==> src/rtl/mask_arb_pkg.sv <==
// Shared types and defaults for the thresholded-mask BRAM read arbiter.
// Holds the default sizes, the response tag record and the arbiter state encoding.
package mask_arb_pkg;

  localparam int MASK_ADDR_WIDTH   = 19;
  localparam int MASK_READ_LATENCY = 2;
  localparam int NUM_MASK_REQ      = 2;

  typedef struct packed {
    logic                            valid;
    logic [$clog2(NUM_MASK_REQ)-1:0] id;
  } tag_t;

  typedef enum logic {
    IDLE = 1'b0,
    OWN  = 1'b1
  } arb_state_t;

  // Requester index width; a single requester still needs one bit.
  function automatic int id_width(input int n);
    return (n > 1) ? $clog2(n) : 1;
  endfunction

endpackage

==> src/rtl/rr_priority_picker.sv <==
// Combinational round-robin pick: first candidate at or after start_i, ascending with wrap.
// Candidates are the valid requesters not named in the exclude mask.
module rr_priority_picker #(
  parameter int N  = 2,
  parameter int IW = (N > 1) ? $clog2(N) : 1
) (
  input  logic [N-1:0]  valid_i,
  input  logic [IW-1:0] start_i,
  input  logic [N-1:0]  excl_i,
  output logic [N-1:0]  grant_o,
  output logic [IW-1:0] idx_o,
  output logic          any_o
);

  logic [N-1:0] cand;

  assign cand = valid_i & ~excl_i;

  always_comb begin
    int          j;
    logic [IW-1:0] jj;
    j       = 0;
    jj      = '0;
    grant_o = '0;
    idx_o   = '0;
    any_o   = 1'b0;
    for (int i = 0; i < N; i++) begin
      j = int'(start_i) + i;
      if (j >= N) j = j - N;
      jj = IW'(j);
      if (!any_o && cand[jj]) begin
        any_o       = 1'b1;
        grant_o[jj] = 1'b1;
        idx_o       = jj;
      end
    end
  end

endmodule

==> src/rtl/mask_bram_read_arbiter.sv <==
// Round-robin, burst-bounded arbiter for the mask BRAM read port with a tag pipeline
// that steers each read result back to its requester as a one-hot response valid.
module mask_bram_read_arbiter
  import mask_arb_pkg::*;
#(
  parameter int NUM_REQ      = NUM_MASK_REQ,
  parameter int ADDR_WIDTH   = MASK_ADDR_WIDTH,
  parameter int DATA_WIDTH   = 1,
  parameter int READ_LATENCY = MASK_READ_LATENCY,
  parameter int MAX_BURST    = 16,
  localparam int IW          = id_width(NUM_REQ),
  localparam int CW          = $clog2(MAX_BURST + 1)
) (
  input  logic                               clk_in,
  input  logic                               rst_n_in,
  input  logic [NUM_REQ-1:0]                 req_valid_in,
  input  logic [NUM_REQ-1:0][ADDR_WIDTH-1:0] req_addr_in,
  output logic [NUM_REQ-1:0]                 req_ready_out,
  output logic [NUM_REQ-1:0]                 rsp_valid_out,
  output logic [DATA_WIDTH-1:0]              rsp_data_out,
  output logic [ADDR_WIDTH-1:0]              bram_addr_out,
  output logic                               bram_en_out,
  input  logic [DATA_WIDTH-1:0]              bram_data_in,
  output logic                               busy_out,
  output arb_state_t                         dbg_state_out,
  output logic [IW-1:0]                      dbg_owner_out,
  output logic [IW-1:0]                      dbg_rr_ptr_out,
  output logic [CW-1:0]                      dbg_burst_cnt_out
);

  // Handshake: a read transfers on a clk_in edge where req_valid_in[i] and
  // req_ready_out[i] are both high; ready is one-hot and may fall with valid.

  typedef struct packed {
    logic          valid;
    logic [IW-1:0] id;
  } tag_w_t;

  arb_state_t      state_q, state_d;
  logic [IW-1:0]   owner_q, owner_d, rr_ptr_q, rr_ptr_d;
  logic [CW-1:0]   burst_q, burst_d;
  logic [IW-1:0]   owner_nxt, pick_start, pick_idx;
  logic [NUM_REQ-1:0] owner_oh, pick_excl, pick_grant, grant;
  logic            pick_any, owner_valid, others_valid, accept, inflight;
  logic [ADDR_WIDTH-1:0] bram_addr_q;
  logic            bram_en_q;
  tag_w_t          tag_q [READ_LATENCY+1];

  assign owner_oh     = NUM_REQ'(1) << owner_q;
  assign owner_nxt    = (owner_q == IW'(NUM_REQ - 1)) ? '0 : owner_q + 1'b1;
  assign owner_valid  = |(req_valid_in & owner_oh);
  assign others_valid = |(req_valid_in & ~owner_oh);

  // Once owned, any rearbitration starts after the owner and skips it.
  assign pick_start = (state_q == OWN) ? owner_nxt : rr_ptr_q;
  assign pick_excl  = (state_q == OWN) ? owner_oh : '0;

  rr_priority_picker #(.N(NUM_REQ), .IW(IW)) u_picker (
    .valid_i (req_valid_in),
    .start_i (pick_start),
    .excl_i  (pick_excl),
    .grant_o (pick_grant),
    .idx_o   (pick_idx),
    .any_o   (pick_any)
  );

  always_comb begin
    state_d  = state_q;
    owner_d  = owner_q;
    rr_ptr_d = rr_ptr_q;
    burst_d  = burst_q;
    grant    = '0;
    case (state_q)
      IDLE: begin
        if (pick_any) begin
          state_d = OWN;
          owner_d = pick_idx;
          burst_d = CW'(1);
          grant   = pick_grant;
        end
      end
      default: begin
        if (owner_valid && ((burst_q < CW'(MAX_BURST)) || !others_valid)) begin
          grant   = owner_oh;
          burst_d = (burst_q == CW'(MAX_BURST)) ? burst_q : burst_q + 1'b1;
        end else begin
          rr_ptr_d = owner_nxt;
          if (pick_any) begin
            owner_d = pick_idx;
            burst_d = CW'(1);
            grant   = pick_grant;
          end else begin
            state_d = IDLE;
            burst_d = '0;
          end
        end
      end
    endcase
  end

  assign accept = |grant;

  always_ff @(posedge clk_in or negedge rst_n_in) begin
    if (!rst_n_in) begin
      state_q     <= IDLE;
      owner_q     <= '0;
      rr_ptr_q    <= '0;
      burst_q     <= '0;
      bram_addr_q <= '0;
      bram_en_q   <= 1'b0;
      for (int i = 0; i <= READ_LATENCY; i++) tag_q[i] <= '0;
    end else begin
      state_q   <= state_d;
      owner_q   <= owner_d;
      rr_ptr_q  <= rr_ptr_d;
      burst_q   <= burst_d;
      bram_en_q <= accept;
      if (accept) bram_addr_q <= req_addr_in[owner_d];
      tag_q[0] <= '{valid: accept, id: owner_d};
      for (int i = 1; i <= READ_LATENCY; i++) tag_q[i] <= tag_q[i-1];
    end
  end

  always_comb begin
    inflight = 1'b0;
    for (int i = 0; i <= READ_LATENCY; i++) inflight = inflight | tag_q[i].valid;
  end

  // Gating with reset keeps the combinational outputs quiet while held in reset.
  assign req_ready_out     = grant & {NUM_REQ{rst_n_in}};
  assign busy_out          = rst_n_in & ((|req_valid_in) | inflight);
  assign rsp_valid_out     = tag_q[READ_LATENCY].valid ?
                             (NUM_REQ'(1) << tag_q[READ_LATENCY].id) : '0;
  assign rsp_data_out      = bram_data_in;
  assign bram_addr_out     = bram_addr_q;
  assign bram_en_out       = bram_en_q;
  assign dbg_state_out     = state_q;
  assign dbg_owner_out     = owner_q;
  assign dbg_rr_ptr_out    = rr_ptr_q;
  assign dbg_burst_cnt_out = burst_q;

endmodule
==> config.mk <==
export PLATFORM = sky130hd
export DESIGN_NAME = mask_bram_read_arbiter
export DESIGN_NICKNAME = d
export VERILOG_FILES = /design/src/rtl/mask_arb_pkg.sv /design/src/rtl/rr_priority_picker.sv /design/src/rtl/mask_bram_read_arbiter.sv
export SDC_FILE = /design/constraint.sdc
export NUM_CORES = 1
export LEC_CHECK = 0
export ABC_AREA = 1
export BUFFER_PORTS_ARGS = -buffer_cell sky130_fd_sc_hd__buf_2
export CORE_UTILIZATION = 28
export CTS_BUF_LIST = sky130_fd_sc_hd__clkbuf_8
export DETAILED_ROUTE_END_ITERATION = 8
export PLACE_DENSITY = 0.49
export SLEW_MARGIN = 20
export SYNTH_ARGS = -nofsm -noshare
export SYNTH_HDL_FRONTEND = slang
export SYNTH_SLANG_ARGS = --single-unit
==> constraint.sdc <==
create_clock -name clk_in -period 2.2 [get_ports clk_in]
set_input_delay 0.22 -clock clk_in [delete_from_list [all_inputs] [get_ports clk_in]]
set_output_delay 0.22 -clock clk_in [all_outputs]
set_load 0.005 [all_outputs]
==> results of run 1 <==
## critical path: stages, from the launching register on
cell,delay [ps]
dfrtp_1,510
nand2_1,100
o21ai_2,100
nand2_2,100
clkinv_1,80
nand3_2,220
a21boi_1,270
buf_2,140
## flip-flops by register name (all words and copies together), names as in the netlist
register	flops
dbg_rr_ptr_out	1
dbg_burst_cnt_out	5
tag_q	6
dbg_state_out	1
bram_addr_out	19
## layer usage
layer / vias to the layer above / global-route usage, % / part of all wire, %
met1: 777 / 18.6 / 46
met4: 0 / 4.62 / 1.2
met2: 44 / 24.1 / 47
met3: 6 / 3.83 / 5.2
met5: - / 0 / 0
li1: 937 / - / -
## through the flow
stage	util, %	hold WS (ps)	total power, mW	std cells
5_1_grt	38.3	245	2.87	415
3_5_place_dp	36.5	93.3	2.08	406
2_1_floorplan	-	-75.6	1.68	257
4_1_cts	38.3	212	2.66	415
3_3_place_gp	36.5	89.7	2.07	406
6_report	38.3	220	2.62	415
## worst paths after layout
check	start	to	slack, ps	depth (start not counted)
max	tag_q[4]	req_ready_out[1]	180	7
min	req_addr_in[29]	bram_addr_out[10]	220	5
max reg2reg	dbg_state_out	bram_addr_out[6]	390	9
min reg2reg	tag_q[2]	tag_q[0]	350	0
max in group asynchronous	rst_n_in	bram_addr_out[6]	1380	3
min in group asynchronous	rst_n_in	bram_addr_out[11]	320	2
## cell families after synthesis
logic type	count (synthesis)
flops	32
fa+ha+maj	2
buf+inv	65
xor+xnor	3
simple gates	140
compound gates	15
## synth_stat cells, drive strengths merged
cell,instances
nor3,1
xor2,3
nor2,8
inv,52
clkinv,1
ha,2
a21oi,2
nand3,47
o41ai,1
dfrtp,32
nand2,84
a21boi,1
buf,10
o211ai,1
o21ai,10
clkbuf,2
## what timing repair did
action | in CTS | in global routing
setup endpoints to repair | 0 | 1
gates resized for setup | 0 | 1
hold buffers | 1 | 0
endpoints found under the hold margin | 5 | 0
## power by group through the flow
stage                     Combinational [mW]  Sequential, mW  Clock (mW)
after detailed placement                1.12           0.960           0
after floorplan                        0.723           0.960           0
after global routing                    1.27           0.991       0.610
after global placement                  1.11           0.966           0
final                                   1.10           0.957       0.561
after CTS                               1.12           0.957       0.579
## cell type report
cell class                      instances  area share [%]
Inverter                               53            8.03
Timing Repair Buffer                   85            18.4
Multi-Input combinational cell        160            32.8
Sequential cell                        32            32.3
Tap cell                               77            3.89
Clock buffer                            5            2.78
Clock inverter                          3            1.72
==> results.json, run 1 <==
{
  "outcome": "finished, violations left",
  "violations": "DRC",
  "antenna_found_initial": 0,
  "synthAdderAreaFrac_pct": 1.31,
  "final_common_cell": "nand2_1",
  "p_comb_share_pct": 42.0,
  "synth_cells": 257,
  "antenna_left": 0,
  "place_area_um2": 2350,
  "core_area_um2": 6460,
  "timing.fmax_mhz": 495,
  "final_cell_mix": "nand2_1 (82), buf_2 (74), inv_1 (50)",
  "synth_top_area_share_pct": 42.0,
  "cts_tree": "yes",
  "syn-cell-area_um2": 1900,
  "numCtsBuffers": 5,
  "finalCriticalPeriod_ps": 2020,
  "rsz0062_at_grt": "false",
  "cts-root-buf": "clkbuf_8",
  "clockBufferDepth": 2,
  "syn_nets": 302,
  "clk_pin_slew_ps": 70,
  "synth_xor_area_share_pct": 1.38,
  "htreeDepth": 2,
  "dieHeight_um": 84.5,
  "num_vias": 1764,
  "worst_setup_path_start_kind": "flop",
  "std_cell_rows": 29,
  "die_x_um": 84.5,
  "fill_cells": 708,
  "syn_to_final_growth_pct": 30.0,
  "worst_clock_skew_ps": 8.78,
  "drc": 4,
  "post_cts_buffers": 0,
  "seq_area_um2": 801,
  "hold_viol_final": 0,
  "maxSlewHeadroom_pct": 69.0,
  "p_leak_nw": 1.47,
  "drt_iter0_markers": 92,
  "yosysTopAreaCell": "dfrtp_1",
  "avgSynthCellArea_um2": 7.41,
  "viasPerCell": 4.25,
  "tightest_slew_ps": 465,
  "p_seq_share_pct": 36.6,
  "cell_internal_pwr_mw": 1.60,
  "power_density_nw_per_um2": 1060,
  "crit_required_ps": 1980,
  "multi_input_area_um2": 813,
  "setup_viol": 0,
  "p_sw_mw": 1.02,
  "crit_path_end_kind": "output port",
  "grt_start_max_net_pins": 22,
  "wl_per_cell_um": 11.5,
  "synthSimpleGateAreaFrac_pct": 34.4,
  "clkSinkCount": 32,
  "antenna_cells": 0,
  "track_usage_pct": 14.5,
  "grt_pass1_vias": 1715,
  "fin_ws_ps": 181,
  "hpwl_um": 3620,
  "ys_warn_count": 0,
  "portBuffers": 74,
  "io_pins": 77,
  "synth_mux_area_share_pct": 0,
  "grt_pass1_wl_um": 8130,
  "layout.nets": 382,
  "path_max_fanout": 9,
  "max_cap_viol_count": 0,
  "ys_ff_latch": 32,
  "p_sw_share_pct": 38.8,
  "synthTopCellsByArea": "dfrtp_1 (42%), nand2_1 (16%), inv_1 (9.9%)",
  "path_class": "flop to output port",
  "routabilityCongestion": 0.745,
  "dr.pass1.iters": 6,
  "power_frac_clock_pct": 21.5,
  "arrival_ps": 1800,
  "start_util_pct": 29.5,
  "final_cell_area_um2": 2480,
  "layout-drive-gt1-share_pct": 33.4,
  "grt-ovfl-total": 0,
  "clock_latency_ps": 290,
  "final.period_utilization_pct": 91.8,
  "routed_wl_um": 4760,
  "synth_compound_area_share_pct": 5.58,
  "tns_ps": 0,
  "worst_hold_path_type": "primary input to flop",
  "seq_area_frac_synth_pct": 42.0,
  "place_ws_ps": 360,
  "design.die.area_um2": 7140,
  "synth_top_family_by_area": "simple AND/OR/NAND/NOR gates",
  "drv_slew": 0,
  "ys_types": 24,
  "ir_drop_mv": 0.367
}
No activity file was read; power rests on OpenSTA's default activity.
==> run 2: changes to the inputs <==
Settings changed: CAP_MARGIN set to 30, CORE_ASPECT_RATIO set to 0.75.
==> run 2 against run 1 <==
Compared with the run above:
- the flow now finishes without violations
- core utilization down 0.32 points
- sequential power up 0.6%
- clock power down 3%
- global-route usage down 0.14 points
- combinational power about the same
- sequential share of layout area up 0.45 points
- first-iteration DRC count down 49%
- power down 1.3%
- via count up 0.74%
- register-to-register slack worse by 40 ps
- largest power group unchanged
==> results.json, run 2 (same netlist as run 1, synthesis figures left out) <==
{
  "htreeDepth": 2,
  "routed_wl_um": 4870,
  "track_usage_pct": 14.4,
  "tns_ps": 0,
  "worst_clock_skew_ps": 11.4,
  "seq_area_um2": 803,
  "hold_path_depth": 5,
  "timing.fmax_mhz": 490,
  "path_max_fanout": 13,
  "grt-ovfl-total": 0,
  "portBuffers": 74,
  "drv_slew": 0,
  "rsz0062_at_grt": "false",
  "num_vias": 1777,
  "finalCriticalPeriod_ps": 2040,
  "fill_cells": 724,
  "outcome": "finished clean",
  "design.die.area_um2": 7140,
  "hpwl_um": 3630,
  "path_class": "flop to output port",
  "cts_tree": "yes",
  "layout-drive-gt1-share_pct": 32.9,
  "drc": 0,
  "maxSlewHeadroom_pct": 75.2,
  "final_common_cell": "nand2_1",
  "power_density_nw_per_um2": 1050,
  "slowest_delay_ps": 470,
  "final.period_utilization_pct": 92.7,
  "core_area_um2": 6440,
  "clk_pin_slew_ps": 70,
  "io_pins": 77,
  "antenna_cells": 0,
  "arrival_ps": 1820,
  "worst_hold_path_type": "primary input to flop",
  "clkSinkCount": 32,
  "clock_latency_ps": 280,
  "hold_viol_final": 0,
  "cp.buffers_inverters": 2,
  "crit_required_ps": 1980,
  "path_depth": 6,
  "fin_util_pct": 38.0,
  "ir_drop_mv": 0.315,
  "numCtsBuffers": 5,
  "antenna_left": 0,
  "ff2ff_path_depth": 9,
  "routabilityCongestion": 0.761,
  "cts-root-buf": "clkbuf_8",
  "p_leak_nw": 1.45,
  "final_cell_mix": "nand2_1 (82), buf_2 (74), inv_1 (51)",
  "crit_path_end_kind": "output port",
  "largest_reg_flops": 19,
  "dr.pass1.iters": 4,
  "drt_iter0_markers": 47,
  "fin_total_pwr_mw": 2.58,
  "path_delay_family": "compound AO/OA/AOI/OAI gates",
  "start_util_pct": 29.6,
  "grt_pass1_wl_um": 7980,
  "wl_per_cell_um": 11.7,
  "antenna_found_initial": 0,
  "setup_viol": 0,
  "multi_input_area_um2": 813,
  "viasPerCell": 4.28,
  "grt_pass1_vias": 1681,
  "clockBufferDepth": 2,
  "syn_to_final_growth_pct": 28.6,
  "tightest_slew_ps": 372,
  "std_cell_rows": 25,
  "worst_setup_path_start_kind": "flop",
  "dieHeight_um": 73.4,
  "path_cells": "o21ai_2 -> nand2_2 -> clkinv_1 -> nand3_2 -> a21boi_0 -> buf_2",
  "layout.nets": 378,
  "die_x_um": 97.2,
  "cpMaxStageDelayCell": "dfrtp_2",
  "grt_start_max_net_pins": 21,
  "max_cap_viol_count": 0
}
## run 2: cell count changes in the layout (fill, tap and decap cells not counted), sizes merged
cell      previous run  this run
buf                 84        80
clkinvlp             1         0
inv                 52        53
## run 2: per-stage QoR
| step | hold WS (ps) | std cells | setup WS (ps) | cell area [um^2] |
|---|---|---|---|---|
| floorplan | -75.6 | 257 | 707 | 1900 |
| global placement | 161 | 406 | 322 | 2330 |
| detailed placement | 159 | 406 | 229 | 2330 |
| CTS | 210 | 415 | 44.7 | 2450 |
| global route | 240 | 415 | 23.2 | 2450 |
| finish | 225 | 415 | 161 | 2450 |
## run 2: worst paths after layout
| kind | from | end | slack, ps |
|---|---|---|---|
| max in group asynchronous | rst_n_in | dbg_burst_cnt_out[3] | 1200 |
| worst min register to register | tag_q[2] | tag_q[0] | 350 |
| worst max-delay path | tag_q[4] | req_ready_out[1] | 160 |
| min in group asynchronous | rst_n_in | bram_addr_out[13] | 400 |
| worst max register to register | dbg_state_out | bram_addr_out[7] | 350 |
| worst min-delay path | req_addr_in[35] | bram_addr_out[16] | 230 |
## run 2: final cells by class
cell class	instances	area share (%)
sequential	32	32.8
clock buffer	5	2.81
inverter	53	8.12
multi-input combinational	160	33.2
timing repair buffer	81	17.4
clock inverter	3	1.58
tap	81	4.14
## run 2: power by group
group          internal [mW]  switching, mW  leakage [nW]
logic                  0.444          0.631          1.02
registers              0.800          0.164         0.374
clock network          0.331          0.212        0.0593
total                   1.58           1.01          1.45
## run 2: worst reg2reg max path, stage by stage (launching register included)
cell and delay [ps]:
dfrtp_2 530, nand2_2 130, nand2_1 100, o21ai_2 170
nand3_2 220, nand2_1 120, buf_4 250, nand2_1 90
nand3_1 80, nand2_1 50
## run 2: what timing repair did
item,4_1_cts,5_1_grt
resized for setup,0,2
endpoints found under the hold margin,13,0
endpoints found under the setup margin,0,4
hold buffers,1,0
buffers inserted,0,0
## run 2: routing by layer
metal  wire [um]  GRT usage [%]  share of wire [%]  vias up
li1            -              -                  -      931
met1        2410           20.6                 50      788
met2        2120           21.2                 43       50
met3         288           3.90                5.9        8
met4          53           4.41                1.1        0
met5           0              0                  0        -
